<file path="config.mk">
export PLATFORM = sky130hd
export DESIGN_NAME = score_display_ctrl
export DESIGN_NICKNAME = d
export VERILOG_FILES = /design/src/rtl/display_pkg.sv /design/src/rtl/score_display_ctrl_dd_step.sv /design/src/rtl/score_display_ctrl.sv
export SDC_FILE = /design/constraint.sdc
export NUM_CORES = 1
export LEC_CHECK = 0
export ABC_AREA = 1
export ABC_CLOCK_PERIOD_IN_PS = 3300
export BUFFER_PORTS_ARGS = -buffer_cell sky130_fd_sc_hd__buf_2
export CORE_UTILIZATION = 60
export DETAILED_ROUTE_END_ITERATION = 7
export HOLD_SLACK_MARGIN = 0.08
export PLACE_DENSITY = 0.94
export SLEW_MARGIN = 20
export SYNTH_ARGS = -nofsm -noshare
export SYNTH_HDL_FRONTEND = slang
export SYNTH_HIERARCHICAL = 1
export SYNTH_SLANG_ARGS = --single-unit
</file>
<file path="constraint.sdc">
create_clock -name clk -period 3.3 [get_ports clk]
set_clock_uncertainty 0.2 [all_clocks]
set_input_delay 0.33 -clock clk [delete_from_list [all_inputs] [get_ports clk]]
set_output_delay 0.33 -clock clk [all_outputs]
set_load 0.01 [all_outputs]
</file>
<file path="src/rtl/display_pkg.sv">
// Shared constants for the score display sequencer: digit code width,
// blank code, FSM state encoding and a helper for the display range.
package display_pkg;

    localparam int DIG_W = 4;
    localparam logic [DIG_W-1:0] BLANK_CODE = 4'd10;

    // State encoding kept as plain constants for legacy tool compatibility.
    localparam logic [1:0] ST_IDLE   = 2'd0;
    localparam logic [1:0] ST_CONV   = 2'd1;
    localparam logic [1:0] ST_FINISH = 2'd2;

    // Largest value that fits on n decimal digits (10^n - 1).
    function automatic int unsigned disp_max(input int n);
        int unsigned r;
        r = 1;
        for (int i = 0; i < n; i++) begin
            r = r * 10;
        end
        return r - 1;
    endfunction

endpackage

</file>
<file path="src/rtl/score_display_ctrl_dd_step.sv">
// One combinational double-dabble iteration: add 3 to every BCD nibble that
// is 5 or more, then shift the BCD/binary pair left by one bit.
module dd_step
    import display_pkg::*;
#(
    parameter int N_DIG = 4,
    parameter int BIN_W = 14
) (
    input  logic [DIG_W*N_DIG-1:0] bcd_i,
    input  logic [BIN_W-1:0]       bin_i,
    output logic [DIG_W*N_DIG-1:0] bcd_o,
    output logic [BIN_W-1:0]       bin_o
);

    localparam int BCD_W = DIG_W * N_DIG;

    logic [BCD_W-1:0] adj;

    // Nibble correction followed by the shift; the BCD MSB shifted out is
    // always zero because inputs are saturated to the display range.
    always_comb begin
        adj = bcd_i;
        for (int d = 0; d < N_DIG; d++) begin
            if (bcd_i[d*DIG_W +: DIG_W] >= 4'd5) begin
                adj[d*DIG_W +: DIG_W] = bcd_i[d*DIG_W +: DIG_W] + 4'd3;
            end
        end
        bcd_o = BCD_W'({adj, bin_i[BIN_W-1]});
        bin_o = bin_i << 1;
    end

endmodule

</file>
<file path="src/rtl/score_display_ctrl.sv">
// Score display sequencer: saturates a binary value to the display range,
// converts it to BCD with a multi-cycle double-dabble and presents one
// decoder code per digit, optionally blanking leading zeros.
//
// state     | meaning
// ----------+------------------------------------------------------------
// ST_IDLE   | waiting for atualizar; ocupado low
// ST_CONV   | one double-dabble step per clock, down-counter tracks steps
// ST_FINISH | publish blanked digits, pulse pronto, restart if pending
module score_display_ctrl
    import display_pkg::*;
#(
    parameter int N_DIG     = 4,
    parameter int BIN_W     = 14,
    parameter int ZERO_SUPR = 1
) (
    input  logic                   clk,
    input  logic                   reset,
    input  logic [BIN_W-1:0]       valor,
    input  logic                   atualizar,
    output logic [DIG_W*N_DIG-1:0] digitos,
    output logic                   ocupado,
    output logic                   pronto,
    output logic                   overflow
);

    localparam int BCD_W            = DIG_W * N_DIG;
    localparam int unsigned MAX_INT = disp_max(N_DIG);
    localparam int MAX_W            = $clog2(MAX_INT + 1);
    localparam int CMP_W            = (BIN_W > MAX_W) ? BIN_W : MAX_W;
    localparam int CNT_W            = $clog2(BIN_W + 1);
    localparam logic [CMP_W-1:0] MAX_C = CMP_W'(MAX_INT);

    logic [1:0]       state_q, state_d;
    logic [CNT_W-1:0] cnt_q, cnt_d;
    logic [BIN_W-1:0] bin_q, bin_d;
    logic [BCD_W-1:0] bcd_q, bcd_d;
    logic             ovf_int_q, ovf_int_d;
    logic             pend_q, pend_d;
    logic [BCD_W-1:0] dig_q, dig_d;
    logic             ocup_q, ocup_d;
    logic             pronto_q, pronto_d;
    logic             ovf_out_q, ovf_out_d;

    logic [CMP_W-1:0] valor_ext;
    logic             ovf_in;
    logic [BIN_W-1:0] sat_val;
    logic [BCD_W-1:0] step_bcd;
    logic [BIN_W-1:0] step_bin;
    logic [BCD_W-1:0] blanked;

    // Range compare runs at the wider of the input and the display maximum.
    assign valor_ext = CMP_W'(valor);
    assign ovf_in    = (valor_ext > MAX_C);
    assign sat_val   = ovf_in ? BIN_W'(MAX_C) : valor;

    dd_step #(
        .N_DIG (N_DIG),
        .BIN_W (BIN_W)
    ) u_dd_step (
        .bcd_i (bcd_q),
        .bin_i (bin_q),
        .bcd_o (step_bcd),
        .bin_o (step_bin)
    );

    // Leading-zero blanking: a digit is blanked only while every more
    // significant digit is zero; the units digit always shows.
    for (genvar i = 0; i < N_DIG; i++) begin : g_blank
        logic [DIG_W-1:0] nib;
        logic             seen_nz_above;
        assign nib = bcd_q[i*DIG_W +: DIG_W];
        if (i == N_DIG - 1) begin : g_top
            assign seen_nz_above = 1'b0;
        end else begin : g_lower
            assign seen_nz_above = |bcd_q[BCD_W-1:(i+1)*DIG_W];
        end
        if ((ZERO_SUPR != 0) && (i != 0)) begin : g_supr
            assign blanked[i*DIG_W +: DIG_W] =
                (!seen_nz_above && (nib == 4'd0)) ? BLANK_CODE : nib;
        end else begin : g_keep
            assign blanked[i*DIG_W +: DIG_W] = nib;
        end
    end

    // Next-state logic for the sequencer and its datapath.
    always_comb begin
        state_d   = state_q;
        cnt_d     = cnt_q;
        bin_d     = bin_q;
        bcd_d     = bcd_q;
        ovf_int_d = ovf_int_q;
        pend_d    = pend_q;
        dig_d     = dig_q;
        ocup_d    = ocup_q;
        pronto_d  = 1'b0;
        ovf_out_d = ovf_out_q;
        case (state_q)
            ST_IDLE: begin
                if (atualizar) begin
                    bcd_d     = '0;
                    bin_d     = sat_val;
                    ovf_int_d = ovf_in;
                    cnt_d     = CNT_W'(BIN_W);
                    ocup_d    = 1'b1;
                    state_d   = ST_CONV;
                end
            end
            ST_CONV: begin
                bcd_d = step_bcd;
                bin_d = step_bin;
                cnt_d = cnt_q - CNT_W'(1);
                if (atualizar) begin
                    pend_d = 1'b1;
                end
                if (cnt_q == CNT_W'(1)) begin
                    state_d = ST_FINISH;
                end
            end
            ST_FINISH: begin
                dig_d     = blanked;
                ovf_out_d = ovf_int_q;
                pronto_d  = 1'b1;
                if (pend_q || atualizar) begin
                    pend_d    = 1'b0;
                    bcd_d     = '0;
                    bin_d     = sat_val;
                    ovf_int_d = ovf_in;
                    cnt_d     = CNT_W'(BIN_W);
                    state_d   = ST_CONV;
                end else begin
                    ocup_d  = 1'b0;
                    state_d = ST_IDLE;
                end
            end
            default: begin
                pend_d  = 1'b0;
                ocup_d  = 1'b0;
                state_d = ST_IDLE;
            end
        endcase
    end

    // State and output registers with synchronous reset; a reset mid-way
    // simply discards the conversion in flight.
    always_ff @(posedge clk) begin
        if (reset) begin
            state_q   <= ST_IDLE;
            cnt_q     <= '0;
            bin_q     <= '0;
            bcd_q     <= '0;
            ovf_int_q <= 1'b0;
            pend_q    <= 1'b0;
            dig_q     <= {N_DIG{BLANK_CODE}};
            ocup_q    <= 1'b0;
            pronto_q  <= 1'b0;
            ovf_out_q <= 1'b0;
        end else begin
            state_q   <= state_d;
            cnt_q     <= cnt_d;
            bin_q     <= bin_d;
            bcd_q     <= bcd_d;
            ovf_int_q <= ovf_int_d;
            pend_q    <= pend_d;
            dig_q     <= dig_d;
            ocup_q    <= ocup_d;
            pronto_q  <= pronto_d;
            ovf_out_q <= ovf_out_d;
        end
    end

    assign digitos  = dig_q;
    assign ocupado  = ocup_q;
    assign pronto   = pronto_q;
    assign overflow = ovf_out_q;

endmodule
</file>
Word level (Yosys, flattened, before mapping)
Cells that the tools add are included.
{ "word_totals": {"register_bits": 57, "inputBits": 17, "output_inout_bits": 19, "wordCells": 78} }
{ "op_classes": {"n_addsub": 5, "n_lt_le_gt_ge": 5, "eq_ne": 8, "mux": 30, "n_bitwise": 2, "reduce_logical": 18} }
{ "ops": {"columns": ["operator", "count"], "rows": [
  ["16-bit one-hot mux with 3 select lines", 1],
  ["14-bit two-way mux", 3],
  ["14-bit one-hot mux with 3 select lines", 1],
  ["16-bit two-way mux", 2],
  ["4-bit two-way mux", 8],
  ["4-bit by 3-bit >= comparator with 1-bit output, second input constant", 4],
  ["14-bit > comparator, second input constant", 1],
  ["4-bit by 2-bit adder with 4-bit output, second input constant", 3],
  ["4-bit zero test", 3],
  ["4-bit one-hot mux with 3 select lines", 1],
  ["3-bit AND reduction", 4],
  ["2-bit inequality test, second input constant", 5],
  ["8-bit OR reduction", 1],
  ["1-bit two-way mux", 7],
  ["1-bit one-hot mux with 3 select lines", 2],
  ["2-bit one-hot mux with 3 select lines", 1],
  ["4-bit by 1-bit equality test with 1-bit output, second input constant", 1],
  ["2-bit two-way mux", 2],
  ["4-bit OR reduction", 1],
  ["4-bit by 1-bit subtractor with 4-bit output, second input constant", 1],
  ["3-bit by 2-bit adder with 3-bit output, second input constant", 1],
  ["3-bit two-way mux", 1],
  ["3-bit nonzero test", 1],
  ["2-bit by 1-bit equality test with 1-bit output, second input constant", 1],
  ["other kinds (9)", 12]
]} }

Longest topological paths before layout
{ "depth": {"ltp_word": 4, "ltp_mapped": 9, "depth_no_buf": 9} }

By module
Netlist, hierarchy kept.
{ "modules_own_cells": {"columns": ["mod", "n_inst", "cells_per_inst", "area_each_um2", "seq_area_each_um2"], "rows": [
  ["score_display_ctrl", 1, 322, 2373.5, 1141.1],
  ["dd_step", 1, 100, 585.6, 0.0]
]} }

Worst setup path before layout
Ideal clock, no wire load.
{ "synth_timing": {"path_type": "register -> register", "startpoint": "reg bcd_q[4]", "endpoint": "reg bcd_q[6]", "setup_ns": 0.132, "t_arrival_ns": 1.116, "t_required_ns": 2.968, "path_slack_ns": 1.852, "stages_incl_launch_ff": 9, "path_buffers": 0, "synth_period_minus_slack_ns": 1.448, "cell_sequence": "dfxtp_1 > inv_1 > ha_1 > nor2_4 > nor2_4 > nand2_1 > o21ai_2 > nand2_1 > a21oi_1"} }
{ "synth_via": {"elab_chain_cells": 3, "elab_cells_between_ends": 4, "classes_between": "1 x add/sub; 1 x order compare; 2 x mux"} }
{ "synth_rtl": {"columns": ["element", "line", "source"], "rows": [
  ["start, declared", "score_display_ctrl.sv:37", "logic [BCD_W-1:0] bcd_q, bcd_d;"],
  ["start signal, assigned", "score_display_ctrl.sv:151", "bcd_q <= '0;"],
  ["start signal, assigned", "score_display_ctrl.sv:162", "bcd_q <= bcd_d;"],
  ["4-bit by 2-bit adder with 4-bit output or 4-bit by 3-bit >= comparator with 1-bit output (tied branches)", "score_display_ctrl_dd_step.sv:25, score_display_ctrl_dd_step.sv:24", null],
  ["4-bit two-way mux *", "score_display_ctrl_dd_step.sv:24", "if (bcd_i[d*DIG_W +: DIG_W] >= 4'd5) begin"],
  ["via step_bcd[6]", "score_display_ctrl.sv:48", "logic [BCD_W-1:0] step_bcd;"],
  ["16-bit one-hot mux with 3 select lines *", "score_display_ctrl.sv:98", "case (state_q)"]
]} }
The timed path passes the listed nets; every way through them passes the cells marked *.
A chain may end at the register's enable or synchronous reset.

Final worst setup path
{ "layout_timing": {"startpoint": "reg state_q[0]", "endpoint": "reg bin_q[8]"} }
{ "layout_via": {"elab_chain_cells": 3, "elab_cells_between_ends": 8, "classes_between": "4 x eq/ne; 1 x mux; 3 x reduce/logical"} }
{ "layout_rtl": {"columns": ["element", "line", "source"], "rows": [
  ["start, declared", "score_display_ctrl.sv:34", "logic [1:0] state_q, state_d;"],
  ["start signal, assigned", "score_display_ctrl.sv:159", "state_q <= state_d;"],
  ["2-bit equality test (tied with other cells)", "score_display_ctrl.sv:98", null],
  ["2-bit inequality test (no line) or 3-bit nonzero test (tied branches)", null, null],
  ["3-bit AND reduction (no line)", null, null],
  ["end signal, assigned", "score_display_ctrl.sv:161", "bin_q <= bin_d;"],
  ["end, declared", "score_display_ctrl.sv:36", "logic [BIN_W-1:0] bin_q, bin_d;"]
]} }
Several ways; a longest one is shown, not always the timed one.

==> flow_metrics.tcl <==
set metrics [dict create \
    status "finished clean" \
    cts.clk_slew.worst_paths_ps 60 \
    slew_headroom_pct 52.6 \
    drtIter0Drc 274 \
    startpoint "state_q[0]$_SDFFE_PP0P_" \
    place_congestion 0.803 \
    synth_fp_nets 449 \
    ant_nets 0 \
    hold_path.class "primary input to flip-flop" \
    row_count 25 \
    die_area_um2 5220 \
    drt-total-wl_um 6390 \
    layout.cells.most_common "nand2_1" \
    timing.rr.start "state_q[0]$_SDFFE_PP0P_" \
    initial_core_util_pct 62.6 \
    synth_top_area_share_pct 38.6 \
    cts.sinks 57 \
    grt_pass1_vias 2639 \
    crit_top_cell "nand2_1" \
    cap_viol_max_count 0 \
    num_vias 2746 \
    core_um2 4720 \
    antenna_found_initial 0 \
    critPathTopFamily "buffers and inverters" \
    via_per_inst 5.35 \
    area_growth_pct 9.56 \
    die_w_um 72.2 \
    max_clock_freq_ghz 0.522 \
    setup_ws_ps 1390 \
    setup_tns_ps 0 \
    crit_type "flip-flop to flip-flop" \
    synth_seq_cells 57 \
    clk_latency_ps 340 \
    htreeDepth 3 \
    period_minus_slack_ps 1910 \
    crit_chain "nand2_2 -> inv_2 -> nor2_1 -> nand2_1 -> nand2_1 -> a21oi_1" \
    dpl.hpwl_um 4030 \
    startpoint_type "flip-flop" \
    mostFrequentLayoutCells "110 x nand2_1, 57 x dfxtp_1, 49 x a21oi_1" \
    io_pins 36 \
    route.detailed.drc 0 \
    die_y_um 72.2 \
    layout.nets 468 \
    ys_warn_count 6 \
    cts-buffers-inserted 9 \
    synth_area_per_cell_um2 7.01 \
    grt_usage_pct 26.6 \
    clockBufferDepth 2 \
    p_leak_uw 0.00143 \
    hold_violations 0 \
    seq_area_frac_synth_pct 38.6 \
    required_ps 3350 \
    grt_first_pass_wirelength_um 10900 \
    setup_viol 0 \
    postSynthCellCount 422 \
    cp_slowest_cell "inv_2" \
    cts_setup_buffers 0 \
    grt.overflow.total 0 \
    cts_tree "yes" \
    antenna_cells 0 \
    firstDrtPassIters 5 \
    synth_area_um2 2960 \
    maxSlewViolCount 0 \
    synth_area_leaders "dfxtp_1 39%, nand2_1 14%, a21oi_1 8.3%" \
    portBuffers 35 \
    synth_area_leader_cell "dfxtp_1" \
    period_share_pct 58.0 \
    cp.arrival_ps 1970 \
    peakVddDrop_v 0.000272 \
    critPathMaxStageDelay_ps 520 \
    worst_slew_pin_slew_ps 710 \
    ys_types 29 \
    critical_path_buf_inv_count 1 \
    grt_setup_unrepaired "false" \
    wl_per_cell_um 12.5 \
    post-place-ws_ps 1400 \
    min_from "atualizar" \
    crit_path_end_kind "flip-flop" \
    critical_path.max_fanout 34 \
    p_per_area_nw_per_um2 535 \
    cts_root_buf "clkbuf_8" \
    drive_above_1_share_pct 17.9 \
    grt_max_degree 35 \
]
==> Yosys cell counts, drive strengths merged <==
library cell and number:
nand2 115, dfxtp 57, a21oi 51, nor2 51, o21ai 39, inv 34, buf 27, nand3 17
ha 10, or2 8, clkbuf 4, nand4 2, o22ai 2, a31oi 1, conb 1, nand3b 1
nor3 1, nor4 1
==> metrics by stage <==
stage / utilization [%] / std cells / total power (uW) / area, um2 / hold slack, ps
after global placement: 63.3 / 493 / 1020 / 2990 / 235
after floorplan: - / 422 / 1020 / 2960 / 227
final: 68.6 / 513 / 1730 / 3240 / 90.7
after global routing: 68.6 / 513 / 1810 / 3240 / 110
after CTS: 68.6 / 513 / 1730 / 3240 / 80.9
after detailed placement: 63.3 / 493 / 1030 / 2990 / 245
==> worst paths after layout <==
kind                           end  cells after the start  slack [ps]
max reg2reg  bin_q[8]$_SDFFE_PP0P_                      6        1390
min reg2reg   ocupado$_SDFFE_PP0P_                      2         260
min           ocupado$_SDFFE_PP0P_                      3          90
max          bin_q[8]$_SDFFE_PP0P_                      6        1390
==> cell families after synthesis <==
family,share of synthesized area [%]
buf+inv,12.1
fa+ha+maj,4.23
flops,38.6
simple gates,28.5
compound gates,16.5
other cells,0.127
==> where the power goes <==
part / total (uW) / internal (uW) / switching, uW / leakage, uW
Clock: 704 / 421 / 284 / 0.000106
Combinational: 258 / 87.5 / 170 / 0.000855
Sequential: 773 / 742 / 30.7 / 0.000466
Total: 1730 / 1250 / 484 / 0.00143
==> layer usage <==
layer	wire length, um	track usage (%)	part of all wire [%]
met1	2900	33.5	45
met2	2970	41.6	47
met5	0	0	0
met3	380	7.22	5.9
met4	140	14.4	2.2
==> worst reg2reg max path: cells and delay by family (launching register included) <==
family / cells / cell delay [ps]
buffers and inverters: 1 / 520
AND/OR/NAND/NOR: 4 / 500
flip-flops: 1 / 450
AO/OA/AOI/OAI: 1 / 170
==> cell type report <==
class | instances | area (um2)
Fill cell | 368 | 1480
Clock buffer | 10 | 128
Inverter | 34 | 130
Tap cell | 67 | 83.8
Clock inverter | 6 | 82.6
Multi-Input combinational cell | 300 | 1460
Timing Repair Buffer | 39 | 215
Sequential cell | 57 | 1140
==> repair_timing <==
action,CTS,global route
endpoints found under the hold margin,4,0
hold buffers,4,0
resized for setup,0,0
setup endpoints to repair,0,0
==> sequential cells by signal, indices dropped and copies added (netlist names) <==
| name | count |
|---|---|
| cnt_q | 4 |
| pend_q | 1 |
| overflow | 1 |
| ocupado | 1 |
| digitos | 16 |
| ovf_int_q | 1 |
| pronto | 1 |
| state_q | 2 |
| bcd_q | 16 |
| bin_q | 14 |
(Power assumes the default switching activity.)
